--- src/rtl/router_input_unit.sv ---
// Router input port: flit FIFO, head-flit destination extraction, and a
// per-packet route hold that forwards flits to the switch via valid/ready.
module router_input_unit #(
    parameter int unsigned DEPTH  = 4,
    parameter int unsigned DATA_W = 64
) (
    input  logic              clk,
    input  logic              rst_n,
    input  logic              in_valid,
    output logic              in_ready,
    input  logic [DATA_W-1:0] in_data,
    input  logic              in_head,
    input  logic              in_tail,
    output logic [29:0]       dest_x,
    output logic [29:0]       dest_y,
    input  logic [2:0]        route_port,
    output logic              out_valid,
    input  logic              out_ready,
    output logic [DATA_W-1:0] out_data,
    output logic              out_head,
    output logic              out_tail,
    output logic [2:0]        out_port,
    output logic              route_err,
    output logic              proto_err
);

    localparam int unsigned AW      = $clog2(DEPTH);
    localparam int unsigned CW      = AW + 1;
    localparam int unsigned COORD_W = 30;

    typedef enum logic [1:0] {
        IDLE   = 2'd0,
        ROUTE  = 2'd1,
        ACTIVE = 2'd2
    } state_e;

    state_e               state_q;
    logic [DATA_W-1:0]    mem_data_q [DEPTH];
    logic                 mem_head_q [DEPTH];
    logic                 mem_tail_q [DEPTH];
    logic [AW-1:0]        wr_ptr_q, wr_ptr_d;
    logic [AW-1:0]        rd_ptr_q, rd_ptr_d;
    logic [CW-1:0]        count_q, count_d;
    logic [COORD_W-1:0]   dest_x_q, dest_y_q;
    logic [2:0]           out_port_q;
    logic                 route_err_q, proto_err_q;
    logic                 first_q;

    logic                 empty, full, push, pop, drop, accept;
    logic [2:0]           route_low;
    logic                 route_multi;

    // FIFO status and handshake decode
    always_comb begin
        empty     = (count_q == '0);
        full      = (count_q == CW'(DEPTH));
        in_ready  = ~full;
        push      = in_valid & ~full;
        out_data  = mem_data_q[rd_ptr_q];
        out_head  = mem_head_q[rd_ptr_q];
        out_tail  = mem_tail_q[rd_ptr_q];
        out_valid = (state_q == ACTIVE) & ~empty;
        accept    = out_valid & out_ready;
        drop      = (state_q == IDLE) & ~empty & ~out_head;
        pop       = accept | drop;
    end

    // Pointer/count next state; simultaneous push and pop keep count
    always_comb begin
        wr_ptr_d = wr_ptr_q;
        rd_ptr_d = rd_ptr_q;
        count_d  = count_q;
        if (push) wr_ptr_d = wr_ptr_q + AW'(1);
        if (pop)  rd_ptr_d = rd_ptr_q + AW'(1);
        if (push && !pop)      count_d = count_q + CW'(1);
        else if (!push && pop) count_d = count_q - CW'(1);
    end

    // Isolate lowest set bit; flag any one-hot violation
    always_comb begin
        route_low   = route_port & (~route_port + 3'd1);
        route_multi = |(route_port & (route_port - 3'd1));
    end

    always_ff @(posedge clk) begin
        if (push) begin
            mem_data_q[wr_ptr_q] <= in_data;
            mem_head_q[wr_ptr_q] <= in_head;
            mem_tail_q[wr_ptr_q] <= in_tail;
        end
    end

    always_ff @(posedge clk or negedge rst_n) begin
        if (!rst_n) begin
            wr_ptr_q <= '0;
            rd_ptr_q <= '0;
            count_q  <= '0;
        end else begin
            wr_ptr_q <= wr_ptr_d;
            rd_ptr_q <= rd_ptr_d;
            count_q  <= count_d;
        end
    end

    // Packet framing FSM with registered route hold and error pulses
    always_ff @(posedge clk or negedge rst_n) begin
        if (!rst_n) begin
            state_q     <= IDLE;
            dest_x_q    <= '0;
            dest_y_q    <= '0;
            out_port_q  <= '0;
            route_err_q <= 1'b0;
            proto_err_q <= 1'b0;
            first_q     <= 1'b0;
        end else begin
            route_err_q <= 1'b0;
            proto_err_q <= 1'b0;
            case (state_q)
                IDLE: begin
                    if (!empty) begin
                        if (out_head) begin
                            dest_x_q <= out_data[29:0];
                            dest_y_q <= out_data[59:30];
                            state_q  <= ROUTE;
                        end else begin
                            proto_err_q <= 1'b1;
                        end
                    end
                end
                ROUTE: begin
                    out_port_q  <= route_low;
                    route_err_q <= route_multi;
                    first_q     <= 1'b1;
                    state_q     <= ACTIVE;
                end
                ACTIVE: begin
                    if (accept) begin
                        first_q <= 1'b0;
                        // A fresh head inside a packet is forwarded but flagged
                        if (out_head && !out_tail && !first_q) proto_err_q <= 1'b1;
                        if (out_tail) state_q <= IDLE;
                    end
                end
                default: state_q <= IDLE;
            endcase
        end
    end

    assign dest_x    = dest_x_q;
    assign dest_y    = dest_y_q;
    assign out_port  = out_port_q;
    assign route_err = route_err_q;
    assign proto_err = proto_err_q;

endmodule

--- config.mk ---
export PLATFORM = sky130hd
export DESIGN_NAME = router_input_unit
export DESIGN_NICKNAME = d
export VERILOG_FILES = /design/src/rtl/router_input_unit.sv
export SDC_FILE = /design/constraint.sdc
export NUM_CORES = 1
export LEC_CHECK = 0
export ABC_AREA = 1
export BUFFER_PORTS_ARGS = -buffer_cell sky130_fd_sc_hd__buf_2
export CAP_MARGIN = 30
export CELL_PAD_IN_SITES_DETAIL_PLACEMENT = 1
export CELL_PAD_IN_SITES_GLOBAL_PLACEMENT = 2
export CORE_UTILIZATION = 25
export CTS_BUF_LIST = sky130_fd_sc_hd__clkbuf_2 sky130_fd_sc_hd__clkbuf_4 sky130_fd_sc_hd__clkbuf_8
export DETAILED_ROUTE_END_ITERATION = 8
export HOLD_SLACK_MARGIN = 0.06
export PLACE_DENSITY = 0.55
export REMOVE_ABC_BUFFERS = 1
export SETUP_SLACK_MARGIN = 0.4
export SLEW_MARGIN = 20
export SYNTH_ARGS = -nofsm -noshare
export SYNTH_HDL_FRONTEND = slang
export SYNTH_SLANG_ARGS = --single-unit
--- constraint.sdc ---
create_clock -name clk -period 7.1 [get_ports clk]
set_clock_uncertainty 0.2 [all_clocks]
set_input_delay 0.355 -clock clk [delete_from_list [all_inputs] [get_ports clk]]
set_output_delay 0.355 -clock clk [all_outputs]
set_load 0.02 [all_outputs]
# After elaboration in Yosys (flattened, before gate mapping)
# Memories as Yosys holds them, arrays and structs flattened.
# Cells that the tools add are included.
[classes] n_eq_ne=7 muxes=17 n_bitwise=12 addsub=6 reduce_logical=16
[ops] operator="$mux W1" count=8
[ops] operator="$mux W2" count=4
[ops] operator="$ne A2 B2 Y1 const B" count=4
[ops] operator="$add A3 B1 Y3 const B" count=2
[ops] operator="$and A3 B3 Y3" count=2
[ops] operator="$mux W3" count=2
[ops] operator="$pmux W2 S3" count=1
[ops] operator="$sub A3 B1 Y3 const B" count=2
[ops] operator="$and A1 B1 Y1" count=5
[ops] operator="$add A2 B1 Y2 const B" count=2
[ops] operator="$logic_and A1 B1 Y1" count=4
[ops] operator="$logic_not A1 Y1" count=4
[ops] operator="$pmux W1 S2" count=2
[ops] operator="$reduce_and A4 Y1" count=1
[ops] operator="$reduce_bool A2 Y1" count=2
[ops] operator="$eq A3 B3 Y1 const B" count=1
[ops] operator="$logic_not A3 Y1" count=1
[ops] operator="$not A1 Y1" count=3
[ops] operator="$not A3 Y3" count=1
[ops] operator="$reduce_and A3 Y1" count=1
[ops] operator="$reduce_or A3 Y1" count=1
[ops] operator="$eq A2 B1 Y1 const B" count=1
[ops] operator="$eq A2 B2 Y1 const B" count=1
[ops] operator="$logic_not A2 Y1" count=1
[ops] operator="other kinds (2)" count=2
[totals] regBits=75 out_inout_bits=133 mem_count=3 ram_bits=264
[memory_table] memory="mem_data_q" depth=4 word_bits=64 rd=1 rd_ports_with_merged_regs=0 wr=1 line_no="38" text="logic [DATA_W-1:0] mem_data_q [DEPTH];"
[memory_table] memory="mem_head_q" depth=4 word_bits=1 rd=1 rd_ports_with_merged_regs=0 wr=1 line_no="39" text="logic mem_head_q [DEPTH];"
[memory_table] memory="mem_tail_q" depth=4 word_bits=1 rd=1 rd_ports_with_merged_regs=0 wr=1 line_no="40" text="logic mem_tail_q [DEPTH];"

# Logic depth before layout (Yosys ltp)
# Gate-level depths: netlist of the first run.
[logic_depth] ltp_word=8 mapped_depth=13 depth_no_buf=13

# Worst setup path after synthesis of the first run
# No wires, ideal clock.
[synth_timing] path_kind="register to register" start="reg count_q[0]" end="mem mem_data_q[0][0], enable pin" period_less_slack_ns=4.330 required_time_ns=6.409 path_stages_with_launch=5 n_path_buf=0 path_slack_ns=2.770 t_arrival_ns=3.639 setup_ns=0.491 cell_sequence="dfrtp_1 -> nor2_1 -> nand2_1 -> nand2_1 -> nor2_1"
[synth_between] elab_chain_len=5
[synth_rtl] element="start: declaration" line_no="43" text="logic [CW-1:0] count_q, count_d;"
[synth_rtl] element="start signal: assignment" line_no="101" text="count_q <= count_d;"
[synth_rtl] element="$eq A3 B3 Y1" line_no="56" text="full = (count_q == CW'(DEPTH));"
[synth_rtl] element="$not A1 Y1"
[synth_rtl] element="via in_ready" line_no="10" text="output logic in_ready,"
[synth_rtl] element="$and A1 B1 Y1" line_no="58" text="push = in_valid & ~full;"
[synth_rtl] element="$mux W1" line_no="86" text="if (push) begin"
[synth_rtl] element="$mux W1 (not written as such)" line_no="87" text="mem_data_q[wr_ptr_q] <= in_data;"
[synth_rtl] element="end: declaration" line_no="38"
# The timed path passes the listed nets, and every way through them passes these cells.

# Worst setup path in the final report of the first run
[layout_timing] start="reg rd_ptr_q[1]" end="out out_head"
[layout_between] elab_chain_len=1
[layout_rtl] element="start: declaration" line_no="42" text="logic [AW-1:0] rd_ptr_q, rd_ptr_d;"
[layout_rtl] element="start signal: assignment" line_no="100" text="rd_ptr_q <= rd_ptr_d;"
[layout_rtl] element="$mem_v2 Z4 W1"
[layout_rtl] element="end: declaration" line_no="20" text="output logic out_head,"
# No other way between the ends.

==> metrics, run 1 <==
outcome=completed; first-pass GRT wire length=56900 um; Synth Cell Area=13600 um2; final-report hold violation count=0; most instantiated cells after synthesis=nand2_1, edfxtp_1, inv_1; Worst Path Arrival=3.45 ns; maximum number of pins on one net before global-route repair=~140; number of synthesized flops with an enable pin=264; top achievable clock speed=between 0.2 and 0.25 GHz; category of the most critical setup path=flip-flop to primary output; Synth area leader=edfxtp_1; Final #Nets=around 1500; cell depth of the worst flop-to-flop path=7; CTS-repair resized insts=0; Bufs and invs on worst path=4; leakage power of the design=between 7 and 8 nW; biggest area contributors in the synthesized netlist=edfxtp_1, dfrtp_1, nand2_1, o211ai_1, inv_1; Mapped Cells=about 1100; Register-to-Register Setup Slack=about 3.7 ns; number of buffer cells added on primary ports=between 200 and 250; share of the synthesized area in the top cell type=0.584; most instantiated library cell after synthesis=nand2_1; 1st-pass router iterations=4; max cap viols=0; final routed DRC violation total=0; H-tree levels=2; data required time of the worst path=6.55 ns; peak ir drop on the vdd network=between 0.2 and 0.25 mV; chain of cells forming the critical path=inv_4, nand3_1, nand2_2, inv_4, buf_4, buf_2; overall track demand over capacity in global routing=0.136; maximum buffer depth of the clock tree=3; pins over their slew limit=0; slowest cell on the critical path=dfrtp_4; max_slew headroom=0.354; I/O Pins=206; half-perimeter wire length after placement=21600 um; final cycle utilization of the critical path=0.564; top flip-flop cell by instance count after synthesis=edfxtp_1; Synth async-reset ratio=0.221; category of the worst setup path capture point=primary output; unrepaired setup endpoints after global routing=false; root buffer cell=clkbuf_8; sinks on the clock net=339; Power Density=approximately 470 nW/um2; Hold/Removal Path Class=input pin to flip-flop; horizontal die dimension=approximately 240 um; portion of the post-synthesis area used by sequential elements=0.722; Inserted Clock Buffers=~60; via count of the first global-routing pass=9393; total cell area at the placement stage=around 15000 um2; delay of the slowest cell on the worst path=1.03 ns; count of warnings emitted by yosys=0; clock latency on the worst-skew pair=between 0.6 and 0.7 ns; total non-filler cell area in the finished layout=17300 um2; area of the core=between 50000 and 60000 um2; actual slew at the worst max-slew pin=0.969 ns; WP depth=6; fill count=just under 6000; starting density of the core=0.253; total number of placement rows=85; Cells on Worst Hold Path=3; number of different library cells in the post-synthesis netlist=28; dominant cell type by count on the critical path=inv_4; crit path time final=4.01 ns; sum of negative setup slack=0 ns; antenna violations before repair=3; wire length per cell after detailed routing=roughly 17 um; number of design-rule violations left by the first detailed-router iteration=between 300 and 400; TritonCTS clock tree=done; detail-routed via count per cell=between 4 and 5; Layout area overhead=27.5%; #FFs+latches synth=roughly 340; clock-pin slew on the worst setup and hold paths=approximately 0.06 ns; GP Congestion=slightly below 0.7; critical path peak fanout=a little over 60; Crit path max-delay family=buffers and inverters; fraction of final layout cells with drive strength greater than 1=0.242; startpoint kind of the worst setup timing path=flip-flop; overall die area=around 55000 um2; vias=~9100; Final ANT Viol Nets=0; grt ovf=0; detailed-route wire length=37400 um; floorplan die height=~240 um; synthesized area divided by synthesized cell count=around 12 um2; final setup violation count=0
==> worst paths after layout <==
check | start | to
worst max-delay path | rd_ptr_q[1]$_DFFE_PN0P_ | out_head
worst min register to register | dest_x[8]$_DFFE_PN0P_ | dest_x[8]$_DFFE_PN0P_
worst max register to register | rd_ptr_q[1]$_DFFE_PN0P_ | dest_y[23]$_DFFE_PN0P_
worst min-delay path | in_valid | wr_ptr_q[0]$_DFFE_PN0P_
max in group asynchronous | rst_n | rd_ptr_q[1]$_DFFE_PN0P_
min in group asynchronous | rst_n | dest_x[8]$_DFFE_PN0P_
==> layout make-up <==
cell class              count  area, um2  share of cell area
clock inverters            30        186              0.0108
diodes                      2       5.00            0.000289
inverters                 132        505              0.0292
repair buffers            294       1910               0.111
well taps                 696        871              0.0503
clock buffers              85       1050              0.0607
flip-flops and latches    339       9810               0.567
multi-input cells         577       2960               0.171
==> worst min-delay path: stages <==
cell and delay [ns]:
buf_2 0.10, nand2_1 0.37, xor2_1 0.14
==> timing repair <==
item	CTS	global route
hold endpoints to repair	307	0
setup buffers	0	0
endpoints found under the setup margin	0	0
hold buffers	75	0
==> logic make-up after synthesis <==
logic type / Yosys count / synth area share
AOI/OAI and AO/OA: 139 / 0.0811
xor gates and xnor gates: 4 / 0.00258
adders and majority gates: 6 / 0.00608
buffers and inverters: 194 / 0.0618
DFF: 339 / 0.722
muxes: 1 / 0.000830
and+or+nand+nor: 427 / 0.125
==> power breakdown <==
part / total (mW) / internal, mW / switching [mW] / leakage [nW]
clock: 1.84 / 1.03 / 0.817 / 0.657
combinational: 3.29 / 0.927 / 2.37 / 3.40
sequential: 2.93 / 2.70 / 0.238 / 3.35
==> cells in the final DEF (no fill, tap or decap), drive strengths merged <==
cell type    count
o211ai         112
buf            220
clkinv          26
edfxtp         264
clkinvlp         2
xor2             3
diode            2
clkbuf          85
bufinv           2
o22ai            4
o21ai           19
nor3             1
dfrtp           75
inv            132
fa               1
xnor2            1
a21oi            3
ha               5
nand3           69
nor2            36
mux2             1
a22o             1
dlygate4sd3     74
nand2          321
==> flip-flops by register name, summed over array words and instances (netlist names) <==
register    cells
dest_y         30
dest_x         30
count_q         3
mem_tail_q      4
first_q         1
state_q         2
mem_head_q      4
mem_data_q    256
out_port        3
proto_err       1
route_err       1
wr_ptr_q        2
rd_ptr_q        2
==> layer usage <==
metal | vias up | share of wire | track usage
li1 | 4388 | - | -
met1 | 4474 | 0.46 | 0.177
met2 | 180 | 0.47 | 0.223
met3 | 53 | 0.045 | 0.0305
met4 | 2 | 0.019 | 0.0441
met5 | - | 0.00035 | 0
==> through the flow <==
stage / hold slack, ns / total power, mW / setup WS, ns / std cells / utilization
6_report: 0.184 / 8.07 / 3.09 / 2155 / 0.322
5_1_grt: 0.192 / 8.65 / 2.84 / 2154 / 0.322
4_1_cts: 0.145 / 8.26 / 2.79 / 2152 / 0.322
3_5_place_dp: 0.213 / 6.32 / 3.53 / 1962 / 0.284
3_3_place_gp: 0.215 / 6.27 / 3.56 / 1962 / 0.284
2_1_floorplan: -0.141 / 4.99 / 2.52 / 1048 / -
Note: power is estimated with default switching activity, not from simulation.
==> run 2, diff against run 1 <==
==> constraint.sdc (replaced) <==
create_clock -name clk -period 4.09 [get_ports clk]
set_clock_uncertainty 0.2 [all_clocks]
set_input_delay 0.2045 -clock clk [delete_from_list [all_inputs] [get_ports clk]]
set_output_delay 0.2045 -clock clk [all_outputs]
set_load 0.02 [all_outputs]
==> run 2 against run 1 <==
Effect of this change: non-clock buffer count grew 3; worst setup slack lost 2.2 ns; first-iteration DRC count shrank 13%; flip-flop and latch count is the same; total power up 77%; die area unchanged; sequential power increased by 70%; hold slack got worse by 0.049 ns; sequential share of layout area shrank 0.65 points; register-to-register slack got worse by 2.3 ns; critical endpoint is now out_data[60]; largest power group unchanged.
==> metrics, run 2 (synthesized netlist as in run 1, its figures left out) <==
I/O Pins=between 200 and 250; worst flop-to-flop path startpoint=rd_ptr_q[1]$_DFFE_PN0P_; launching instance or port of the critical path=rd_ptr_q[0]$_DFFE_PN0P_; floorplan die height=235 um; maximum buffer depth of the clock tree=3; highest layer used for signal routing=met4; Layout area overhead=28.9%; final cycle utilization of the critical path=0.785; overall track demand over capacity in global routing=0.138; number of flip-flops under the largest register name=around 260; Cells on Worst Hold Path=2; horizontal die dimension=~240 um; slowest cell on the critical path=buf_12; root buffer cell=clkbuf_8; top achievable clock speed=0.312 GHz; vias=~9200; Placement Setup Slack=around 1.4 ns; top register by number of flip-flops=mem_data_q; via count of the first global-routing pass=~10000; grt ovf=0; final routed DRC violation total=0; startpoint kind of the worst setup timing path=flip-flop; hold path endpoint=mem_data_q[1][26]$_DFFE_PP_; H-tree levels=3; overall die area=55200 um2; fraction of final layout cells with drive strength greater than 1=0.252; peak ir drop on the vdd network=~0.7 mV; final setup violation count=0; sinks on the clock net=339; GP Congestion=between 0.6 and 0.7; category of the most critical setup path=flip-flop to primary output; post-route total power=approximately 14 mW; area of the core=53700 um2; outcome=completed; clock-pin slew on the worst setup and hold paths=0.06 ns; data required time of the worst path=about 3.7 ns; total cell area at the placement stage=15300 um2; CTS-repair resized insts=0; antenna violations before repair=4; unrepaired setup endpoints after global routing=false; dpl cells=approximately 2000; crit path time final=~3.2 ns; total non-filler cell area in the finished layout=between 15000 and 20000 um2; maximum number of pins on one net before global-route repair=roughly 230; most common cell after layout, fill and taps aside=nand2_1; chain of cells forming the critical path=inv_6, buf_12, o21ai_0, o22ai_1, buf_2; first-pass GRT wire length=between 50000 and 60000 um; Routed met3 length=1890 um; Hold/Removal Path Class=input pin to flip-flop; number of buffer cells added on primary ports=~200; detailed-route wire length=~37000 um; final critical-path setup slack=a little under 0.9 ns; critical path peak fanout=227; 1st-pass router iterations=4; final-report hold violation count=0; fill count=just under 6000; met2 routed wirelength=between 15000 and 20000 um; delay of the slowest cell on the worst path=0.50 ns; actual slew at the worst max-slew pin=roughly 1.3 ns; Final ANT Viol Nets=0; Final #Nets=roughly 1500; number of design-rule violations left by the first detailed-router iteration=roughly 270; max cap viols=0; clock latency on the worst-skew pair=0.63 ns; wire length on met1=17000 um; Worst Path Arrival=about 2.8 ns; detail-routed via count per cell=approximately 4.3; Register-to-Register Setup Slack=1.42 ns; Inserted Clock Buffers=between 60 and 70; cell depth of the worst flop-to-flop path=10; TritonCTS clock tree=done; pins over their slew limit=0; starting density of the core=0.253; max_slew headroom=0.134; leakage power of the design=roughly 7.5 nW; category of the worst setup path capture point=primary output; Reg2Reg Capture Point=count_q[1]$_DFFE_PN0P_; Final Util=0.326; total number of placement rows=between 80 and 90; startpoint of the worst hold path=in_data[26]; non-filler instance count after layout=2167; half-perimeter wire length after placement=21100 um; wire length per cell after detailed routing=about 17 um; Power Density=817 nW/um2; highest-count cells in the layout ignoring fill and taps=nand2_1, edfxtp_1, buf_2, inv_1, o211ai_1
## run 2: cell count changes in the layout (fill, tap and decap cells not counted), sizes merged
cell / previous run / this run
clkinv: 26 / 8
bufinv: 2 / 0
diode: 2 / 3
clkbuf: 85 / 110
dlygate4sd3: 74 / 78
clkinvlp: 2 / 3
inv: 132 / 134
buf: 220 / 219
## run 2: layout make-up
class | count | area [um2] | area share
clock inverter | 13 | 76.3 | 0.00436
antenna | 3 | 7.51 | 0.000429
timing repair buffer | 297 | 1970 | 0.113
clock buffer | 110 | 1300 | 0.0743
sequential | 339 | 9810 | 0.560
tap | 696 | 871 | 0.0498
multi-input combinational | 577 | 2960 | 0.169
inverter | 132 | 505 | 0.0289
## run 2: worst max-delay path by stage
stage / endpoint / slack (ns)
5_1_grt: out_data[21] / 0.69
6_report: out_data[60] / 0.88
4_1_cts: out_data[21] / 0.78
3_5_place_dp: count_q[1]$_DFFE_PN0P_ / 1.39
2_1_floorplan: count_q[2]$_DFFE_PN0P_ / -0.49
3_3_place_gp: count_q[1]$_DFFE_PN0P_ / 1.43
## run 2: through the flow
stage	hold slack [ns]	setup TNS (ns)
global route	0.0912	0
finish	0.134	0
global placement	0.147	0
detailed placement	0.153	0
floorplan	-0.291	-79.62
CTS	0.0625	0
## run 2: routing by layer
| metal | vias up | GRT usage |
|---|---|---|
| met1 | 4564 | 0.173 |
| met2 | 181 | 0.227 |
| li1 | 4423 | - |
| met3 | 54 | 0.0376 |
| met4 | 0 | 0.0484 |
| met5 | - | 0 |
## run 2: critical path: cells and delay by family, from the launching register on
family	cells	cell delay [ns]
buf+inv	3	0.82
compound gates	2	0.47
flops	1	0.45
## run 2: power by group
group          internal (mW)  switching (mW)  leakage, nW
Sequential              4.68           0.298         3.35
Clock                   2.01            1.48        0.733
Combinational           1.63            4.20         3.42
Total                   8.32            5.98         7.50
## run 2: repair_timing
action | 4_1_cts | 5_1_grt
hold buffers | 79 | 0
hold endpoints to repair | 326 | 0
setup buffers | 0 | 0
